File: src/rtl/neuron_mac.sv
// Single-neuron MAC feeding the sigmoid stage: streams N_INPUTS (pixel, weight) beats onto a bias.
// Latency: result valid 2 cycles after the last beat; one beat per cycle, no bubbles.
// Backpressure: in_ready low outside ACCUM; dout/out_valid held until out_ready.
module neuron_mac #(
    parameter int N_INPUTS   = 784,
    parameter int IN_W       = 8,
    parameter int WT_W       = 16,
    parameter int ACC_W      = 22,
    parameter int FRAC_SHIFT = 4,
    parameter int GUARD      = 10
) (
    input  logic             clk,
    input  logic             rst_n,
    input  logic             start,
    input  logic [ACC_W-1:0] bias,
    input  logic [IN_W-1:0]  x_in,
    input  logic [WT_W-1:0]  w_in,
    input  logic             in_valid,
    output logic             in_ready,
    output logic [ACC_W-1:0] dout,
    output logic             out_valid,
    input  logic             out_ready,
    output logic             sat,
    output logic             busy
);
    localparam int P_W   = IN_W + 1 + WT_W;
    localparam int INT_W = ACC_W + GUARD;
    localparam int CNT_W = $clog2(N_INPUTS + 1);

    localparam logic signed [INT_W-1:0] ACC_MAX = {{(GUARD+1){1'b0}}, {(ACC_W-1){1'b1}}};
    localparam logic signed [INT_W-1:0] ACC_MIN = {{(GUARD+1){1'b1}}, {(ACC_W-1){1'b0}}};

    typedef enum logic [1:0] {IDLE, ACCUM, DRAIN, DONE} state_t;

    state_t                   state_q, state_d;
    logic [CNT_W-1:0]         cnt_q, cnt_d;
    logic signed [INT_W-1:0]  acc_q, acc_d;
    logic signed [P_W-1:0]    p_q, p_d;
    logic                     pv_q, pv_d;
    logic                     out_valid_q, out_valid_d;
    logic [ACC_W-1:0]         dout_q, dout_d;
    logic                     sat_q, sat_d;

    logic                     beat;
    logic signed [P_W-1:0]    prod;
    logic signed [INT_W-1:0]  p_ext;
    logic signed [INT_W-1:0]  p_shift;
    logic signed [INT_W-1:0]  acc_sum;

    assign in_ready  = (state_q == ACCUM) && (cnt_q < CNT_W'(N_INPUTS));
    assign busy      = (state_q != IDLE);
    assign out_valid = out_valid_q;
    assign dout      = dout_q;
    assign sat       = sat_q;
    assign beat      = in_valid && in_ready;

    always_comb begin
        prod    = $signed({1'b0, x_in}) * $signed(w_in);
        p_ext   = {{(INT_W-P_W){p_q[P_W-1]}}, p_q};
        // Arithmetic shift floors toward -inf, matching the Q.18 -> Q.14 truncation
        p_shift = p_ext >>> FRAC_SHIFT;
        acc_sum = pv_q ? (acc_q + p_shift) : acc_q;
    end

    always_comb begin
        state_d     = state_q;
        cnt_d       = cnt_q;
        acc_d       = acc_q;
        p_d         = beat ? prod : p_q;
        pv_d        = beat;
        out_valid_d = out_valid_q;
        dout_d      = dout_q;
        sat_d       = sat_q;
        case (state_q)
            IDLE: begin
                if (start) begin
                    acc_d   = {{GUARD{bias[ACC_W-1]}}, bias};
                    cnt_d   = '0;
                    state_d = ACCUM;
                end
            end
            ACCUM: begin
                acc_d = acc_sum;
                if (beat) begin
                    cnt_d = cnt_q + CNT_W'(1);
                    if (cnt_q == CNT_W'(N_INPUTS - 1)) state_d = DRAIN;
                end
            end
            DRAIN: begin
                // Last product lands here; result is registered alongside out_valid
                acc_d       = acc_sum;
                out_valid_d = 1'b1;
                state_d     = DONE;
                if (acc_sum > ACC_MAX) begin
                    dout_d = {1'b0, {(ACC_W-1){1'b1}}};
                    sat_d  = 1'b1;
                end else if (acc_sum < ACC_MIN) begin
                    dout_d = {1'b1, {(ACC_W-1){1'b0}}};
                    sat_d  = 1'b1;
                end else begin
                    dout_d = acc_sum[ACC_W-1:0];
                    sat_d  = 1'b0;
                end
            end
            DONE: begin
                if (out_ready) begin
                    out_valid_d = 1'b0;
                    state_d     = IDLE;
                end
            end
            default: state_d = IDLE;
        endcase
    end

    always_ff @(posedge clk or negedge rst_n) begin
        if (!rst_n) begin
            state_q     <= IDLE;
            cnt_q       <= '0;
            acc_q       <= '0;
            p_q         <= '0;
            pv_q        <= 1'b0;
            out_valid_q <= 1'b0;
            dout_q      <= '0;
            sat_q       <= 1'b0;
        end else begin
            state_q     <= state_d;
            cnt_q       <= cnt_d;
            acc_q       <= acc_d;
            p_q         <= p_d;
            pv_q        <= pv_d;
            out_valid_q <= out_valid_d;
            dout_q      <= dout_d;
            sat_q       <= sat_d;
        end
    end
endmodule

File: config.mk
export PLATFORM = sky130hd
export DESIGN_NAME = neuron_mac
export DESIGN_NICKNAME = d
export VERILOG_FILES = /design/src/rtl/neuron_mac.sv
export SDC_FILE = /design/constraint.sdc
export NUM_CORES = 1
export LEC_CHECK = 0
export CORE_MARGIN = 2
export CORE_UTILIZATION = 55
export DETAILED_ROUTE_END_ITERATION = 10
export PLACE_DENSITY = 0.77
export SLEW_MARGIN = 10
export SYNTH_ARGS = -nofsm -noshare
export SYNTH_HDL_FRONTEND = slang
export SYNTH_SLANG_ARGS = --single-unit
File: constraint.sdc
create_clock -name clk -period 3.5 [get_ports clk]
set_input_delay 0.35 -clock clk [delete_from_list [all_inputs] [get_ports clk]]
set_output_delay 0.35 -clock clk [all_outputs]
set_load 0.02 [all_outputs]
==> results of run 1 <==
worst max-delay path, stage by stage:
cell and delay, ns:
buf_6 0.08, buf_8 0.11, buf_12 0.10, nand2_4 0.04, fa_1 0.50, inv_2 0.04, fa_1 0.51, inv_2 0.04
fa_1 0.45, fa_1 0.53, inv_2 0.05, ha_4 0.20, a21o_1 0.19, a21o_1 0.15, a21o_1 0.19, a21oi_2 0.21
o31ai_4 0.09, o221ai_2 0.19, o21ai_2 0.09, o41ai_2 0.31, xnor2_1 0.15, o21ai_1 0.07
routing by layer:
layer / GRT usage (%) / wire length [µm] / up-vias
met4: 8.72 / 770 / 0
met3: 2.00 / 1100 / 61
met2: 45.0 / 13500 / 283
met1: 35.8 / 12300 / 4571
li1: - / - / 4539
met5: 0 / 0 / -
report_power, final:
part	leakage (µW)	internal (µW)	switching, µW	total [µW]
clock network	0.000127	487	441	927
logic	0.00553	5660	6180	11800
registers	0.00106	1480	368	1850
total	0.00671	7630	6990	14600
final cells by class:
type                    instances  area share, %
multi-input cells             932           59.2
flip-flops and latches         90           16.1
repair buffers                253           16.1
inverters                     163           4.38
well taps                     260           2.33
clock buffers                  11           1.66
clock inverters                 5          0.268
state kept, by name, summed over array words and instances, names as in the netlist:
signal,flops
dout,22
state_q,2
sat,1
acc_q,32
pv_q,1
out_valid,1
cnt_q,10
p_q,21
how the worst min path moves through the flow:
stage,start,endpoint,depth (start not counted)
after floorplan,rst_n,acc_q[0],0
after global placement,p_q[18],p_q[18],2
after detailed placement,p_q[9],p_q[9],2
after CTS,rst_n,cnt_q[6],1
after global routing,rst_n,cnt_q[6],1
final,rst_n,dout[21],1
logic make-up after synthesis:
| group | Yosys count |
|---|---|
| buffers and inverters | 212 |
| xor gates and xnor gates | 49 |
| muxes | 30 |
| AOI/OAI and AO/OA | 274 |
| DFF | 90 |
| and+or+nand+nor | 393 |
| adders and majority gates | 186 |
stage by stage:
stage | std cells | worst slack, ns
after global placement | 1661 | -1.75
after detailed placement | 1661 | -1.81
after global routing | 1714 | -1.09
after floorplan | 1234 | -1.01
after CTS | 1702 | -1.09
final | 1714 | -0.914
cell usage after synthesis (6+ instances only):
| cell type | count | area, µm² |
|---|---|---|
| dfrtp_1 | 90 | 2250 |
| o21bai_1 | 8 | 60.1 |
| and2_1 | 79 | 494 |
| nand3_1 | 19 | 95.1 |
| nand3b_1 | 6 | 45.0 |
| xnor2_1 | 35 | 307 |
| nor2b_1 | 11 | 68.8 |
| ha_1 | 83 | 1040 |
| nor2_1 | 81 | 304 |
| nor3_1 | 11 | 55.1 |
| o21a_1 | 6 | 45.0 |
| buf_6 | 11 | 124 |
| clkbuf_1 | 26 | 97.6 |
| fa_1 | 103 | 2060 |
| nand4_1 | 8 | 50.1 |
| o2bb2ai_1 | 21 | 184 |
| a211oi_1 | 14 | 105 |
| inv_1 | 163 | 612 |
| xor2_1 | 14 | 123 |
| and3_1 | 7 | 43.8 |
| o31ai_1 | 7 | 52.6 |
| o21ai_0 | 88 | 440 |
| mux2i_1 | 25 | 250 |
| nand2_1 | 150 | 563 |
| buf_4 | 6 | 45.0 |
| a21o_1 | 32 | 240 |
| a21oi_1 | 55 | 275 |
placed cells by master, fill, tap and decap left out, types with 19 or more instances in the layout:
cell type        netlist  final
and2_1                79     73
o21ai_0               88     70
xnor2_1               35     31
a21oi_1               55     39
inv_1                163    144
inv_2                  0     19
dfrtp_1               90     89
clkdlybuf4s50_1        0     51
fa_1                 103     95
nor2_1                81     79
buf_6                 11     19
buf_4                  6    155
ha_1                  83     66
a21o_1                32     32
mux2i_1               25     24
nand2_1              150    139
timing repair:
| item | in CTS | in global routing |
|---|---|---|
| cloned | 4 | 3 |
| buffers inserted | 21 | 12 |
| resized for setup | 158 | 88 |
| endpoints found under the setup margin | 41 | 40 |
| pin swaps | 77 | 73 |
==> results.md, run 1 <==
- Clock sink count: 90
- Number of synthesized register bits: 90
- Placeable Area: 18900 µm²
- Syn-to-layout area delta: 30.8%
- H-tree depth: 3
- Mean post-synth cell area: 8.66 µm²
- ANT nets after route: 0
- Clock Tree Root: clkbuf_16
- Mux share of post-synthesis cell area: 2.87%
- Die area: 20600 µm²
- TritonCTS clock tree: done
- GR Util All Layers: 26.4%
- End of the critical path: p_q[24]
- Critical path origin: x_in[2]
- Count of cell types in the netlist: 70
- Clock transition at the registers of the reported paths: 0.07 ns
- Skew final: 0.00649 ns
- Final Slew Violations: 0
- Post-synth EDFFs: 0
- Critical path arrival: 4.64 ns
- Buffers on Ports: 76
- Asr flop ratio synth: 100%
- # fillers: 1345
- Peak VDD IR: 497 µV
- Main synth FF type: dfrtp_1
- Hold buffer count at CTS: 0
- # rows: 50
- Drt pass-1 iters: 5
- Largest net degree at the start of global routing: 77
- DR vias: 9454
- Final period util: 126%
- Synth Area in XOR/XNOR: 4.01%
- Later-pin clock latency in the skew report: 0.35 ns
- Total negative setup slack: -17.25 ns
- N_diodes: 0
- Initial antenna violation count: 0
- Max Cap Viol: 0
- DRC: 0
- Worst Setup Slack, final: -0.914 ns
- Pwr Density: 1050 nW/µm²
- Initial Utilization: 56.6%
- Final Wtd Congestion: 0.923
- Reg2Reg Setup Slack: -0.35 ns
- Crit path time final: 4.41 ns
- Total grt overflow: 0
- Crit path required time: 3.72 ns
- # IOs: 77
- Pleak: 0.00671 µW
- Adder-Cell Fraction of Synth Area: 29.0%
- Vias in the first global route: 9511
- Hold Path Class: input pin to async pin
- Final Hold Viols: 0
- Synth Net Count: 1471
- Synth Area in Simple Gates: 17.7%
- R2r startpoint: p_q[4]
- Yosys Warn Count: 0
- Die Wd: 143 µm
- Final #Nets: 1686
- TritonCTS Buffers: 9
- Layout cell share with drive strength beyond 1: 25.1%
- Tightest Pin Transition: 0.971 ns
- Syn Std Cell Area: 10700 µm²
- Area post-placement: 12700 µm²
- Post-layout util: 74.0%
- Final Hold Slack: 0.133 ns
- Final wirelength: 27.7 mm
- Via/cell ratio: 5.52
- Die Height: 143 µm
- Initial detailed-routing violation count: 502
- Maximum fanout along the worst path: 5
- Final design area excluding fillers: 14000 µm²
- Sequential Area: 2250 µm²
- Max Root-Sink Buffers: 2
- Sequential area share after synthesis: 21.1%
- Worst reg2reg path depth: 16
- Status: finished, violations left
- Unrepaired setup endpoints after global routing: yes
- HPWL after DPL: 19.3 mm
- Multi-input gate area: 8280 µm²
- Post-Synthesis Cells: 1234
- Overall Power: 14600 µW
- Max frequency: 0.227 GHz
- Critical path class: input pin to register
- Worst r2r dst: dout[20]
- Largest family of logic cells by synthesized area: adder cells
- Synth Area in Compound Gates: 16.8%
- Violated checks: negative setup slack
- Max_slew headroom: 35.3%
- WL per Instance: 16.1 µm
- Endpoints failing setup: 38
- Global-route wire length before repair: 44.2 mm
- Critical path launch point type: input pin
- Critical path capture point type: register
(Power assumes the default switching activity.)
==> run 2: changes to the inputs <==
--- a/config.mk
+++ b/config.mk
@@ -7,6 +7,7 @@
 export LEC_CHECK = 0
 export CORE_MARGIN = 2
 export CORE_UTILIZATION = 55
+export CTS_CLUSTER_SIZE = 8
 export DETAILED_ROUTE_END_ITERATION = 10
 export PLACE_DENSITY = 0.77
 export SLEW_MARGIN = 10
==> results of run 2 <==
Final layout, timing and power as in run 1 (identical DEF).
==> run 3: changes to the inputs <==
--- a/config.mk
+++ b/config.mk
@@ -5,10 +5,10 @@
 export SDC_FILE = /design/constraint.sdc
 export NUM_CORES = 1
 export LEC_CHECK = 0
-export CORE_MARGIN = 2
 export CORE_UTILIZATION = 55
 export CTS_CLUSTER_SIZE = 8
 export DETAILED_ROUTE_END_ITERATION = 10
+export GPL_TIMING_DRIVEN = 0
 export PLACE_DENSITY = 0.77
 export SLEW_MARGIN = 10
 export SYNTH_ARGS = -nofsm -noshare
==> run 3 against run 2 <==
  * The run still ends with negative setup slack left
  * Combinational power shrank 16%
  * Highest routed layer unchanged
  * Via count down 4.8%
  * Register-to-register slack better by 0.03 ns
  * Flip-flop and latch count is the same
  * Total power is 12% lower
  * Clock skew about the same
  * Final cell count down 5.2%
  * Clock power grew 8%
  * Worst setup slack lost 0.026 ns
  * Critical path depth is 1 higher
  * Clock-buffer cell count fell by 1
  * Maximum frequency is 0.57% lower
==> results.md, run 3 (synthesized netlist as in run 1, its figures left out) <==
- Critical path origin: x_in[1]
- GR Util All Layers: 26.8%
- Buffers on Ports: 76
- Grt peak-use layer: met2
- Crit path required time: 3.73 ns
- Peak VDD IR: 397 µV
- Hold Path Class: input pin to async pin
- Final Wtd Congestion: 0.885
- Clock Tree Root: clkbuf_16
- Final Slew Violations: 0
- Max frequency: 0.225 GHz
- Crit path time final: 4.44 ns
- Critical path arrival: 4.67 ns
- HPWL after DPL: 20.2 mm
- Final wirelength: 26.1 mm
- Endpoints failing setup: 38
- Syn-to-layout area delta: 21.6%
- Critical path class: input pin to register
- Clock sink count: 90
- Worst Setup Slack, final: -0.939 ns
- Final period util: 127%
- Overall Power: 12800 µW
- Commonest non-fill, non-tap cell in the layout: inv_1
- Dpl cells: 1571
- Initial detailed-routing violation count: 323
- Skew final: 0.00642 ns
- Worst r2r dst: dout[10]
- TritonCTS clock tree: done
- Clock transition at the registers of the reported paths: 0.07 ns
- N_diodes: 0
- Reg2Reg Setup Slack: -0.32 ns
- H-tree depth: 3
- Max reg flops: 32
- Max Root-Sink Buffers: 2
- Max_slew headroom: 51.5%
- DRC: 0
- Pleak: 0.00616 µW
- Status: finished, violations left
- Die area: 20000 µm²
- Area post-placement: 12000 µm²
- Layout Cells excl Fill: 1625
- Drt pass-1 iters: 4
- Total grt overflow: 0
- Most frequent cells in the layout: 157 x inv_1, 142 x nand2_1, 98 x fa_1
- # rows: 50
- WL per Instance: 16.1 µm
- Max Cap Viol: 0
- Violated checks: negative setup slack
- Unrepaired setup endpoints after global routing: yes
- Largest net degree at the start of global routing: 63
- Met3 Use GR: 2.43%
- Die Wd: 141 µm
- Placeable Area: 18900 µm²
- Later-pin clock latency in the skew report: 0.35 ns
- R2r startpoint: p_q[24]
- ANT nets after route: 0
- Die Height: 141 µm
- Final design area excluding fillers: 13000 µm²
- Biggest register: acc_q
- Final #Nets: 1598
- Worst reg2reg path depth: 15
- TritonCTS Buffers: 9
- Critical path capture point type: register
- Critical path launch point type: input pin
- Initial antenna violation count: 0
- # IOs: 77
- Met2 Use GR: 46.8%
- Layout cell share with drive strength beyond 1: 14.7%
- End of the critical path: p_q[24]
- DR vias: 9003
- Maximum fanout along the worst path: 4
- Tightest Pin Transition: 0.725 ns
- Via/cell ratio: 5.54
- Initial Utilization: 56.6%
- Vias in the first global route: 8969
- GRT met1 Usage: 35.7%
- Pwr Density: 987 nW/µm²
- Final Hold Viols: 0
- Global-route wire length before repair: 42.9 mm
[run 3: worst max-delay path, stage by stage]
cell and delay, ns:
buf_8 0.07, clkbuf_8 0.13, buf_4 0.10, nand2_1 0.05
fa_1 0.50, inv_2 0.04, fa_1 0.45, ha_1 0.28
inv_1 0.05, fa_1 0.51, inv_2 0.05, ha_4 0.24
a21o_1 0.18, a21o_1 0.17, a21o_1 0.15, a21o_1 0.19
a21oi_4 0.18, o31ai_4 0.09, o221ai_2 0.21, o21ai_2 0.12
o41ai_4 0.29, xnor2_1 0.17, o21ai_1 0.09
[run 3: timing repair]
item	in CTS	in global routing
gates cloned	1	1
hold buffers	1	0
resized for setup	155	41
endpoints found under the setup margin	43	41
pin swaps	38	34
buffers inserted	23	14
endpoints found under the hold margin	28	0
[run 3: per-layer routing]
metal,wire (µm),vias to the layer above
met5,0,-
met4,522,0
met3,1030,36
met2,12700,243
met1,11900,4370
li1,-,4354
[run 3: area by class of cell]
class                      count  area (µm²)
multi-input combinational    932        7990
clock inverter                 5        63.8
buffer                        49         394
fill                        1520        5900
inverter                     163         612
timing repair buffer         116        1120
clock buffer                  10         239
tap                          260         325
sequential                    90        2250
[run 3: worst min path at each step]
| stage | from | end | slack, ns | cells after the start |
|---|---|---|---|---|
| 6_report | rst_n | cnt_q[3] | 0.47 | 2 |
| 2_1_floorplan | rst_n | acc_q[0] | 0.05 | 0 |
| 3_3_place_gp | p_q[13] | p_q[13] | 0.47 | 2 |
| 3_5_place_dp | rst_n | cnt_q[3] | 0.31 | 1 |
| 5_1_grt | rst_n | cnt_q[3] | 0.51 | 2 |
| 4_1_cts | rst_n | cnt_q[3] | 0.48 | 2 |
[run 3: per-stage QoR]
step                      utilization [%]  setup TNS [ns]  worst slack, ns  hold WS [ns]
after floorplan                         -           -9.35            -1.01        0.0544
after global placement               63.4         -152.93            -2.10         0.470
after detailed placement             63.5          -41.74            -2.18         0.307
after CTS                            67.5          -15.08           -0.985         0.482
after global routing                 68.8          -26.18            -1.13         0.506
final                                68.8          -16.73           -0.939         0.468
[run 3: power by group]
part / internal (µW) / switching, µW / leakage, µW / total, µW
registers: 1480 / 364 / 0.00106 / 1850
logic: 4360 / 5610 / 0.00496 / 9970
clock network: 574 / 428 / 0.000145 / 1000
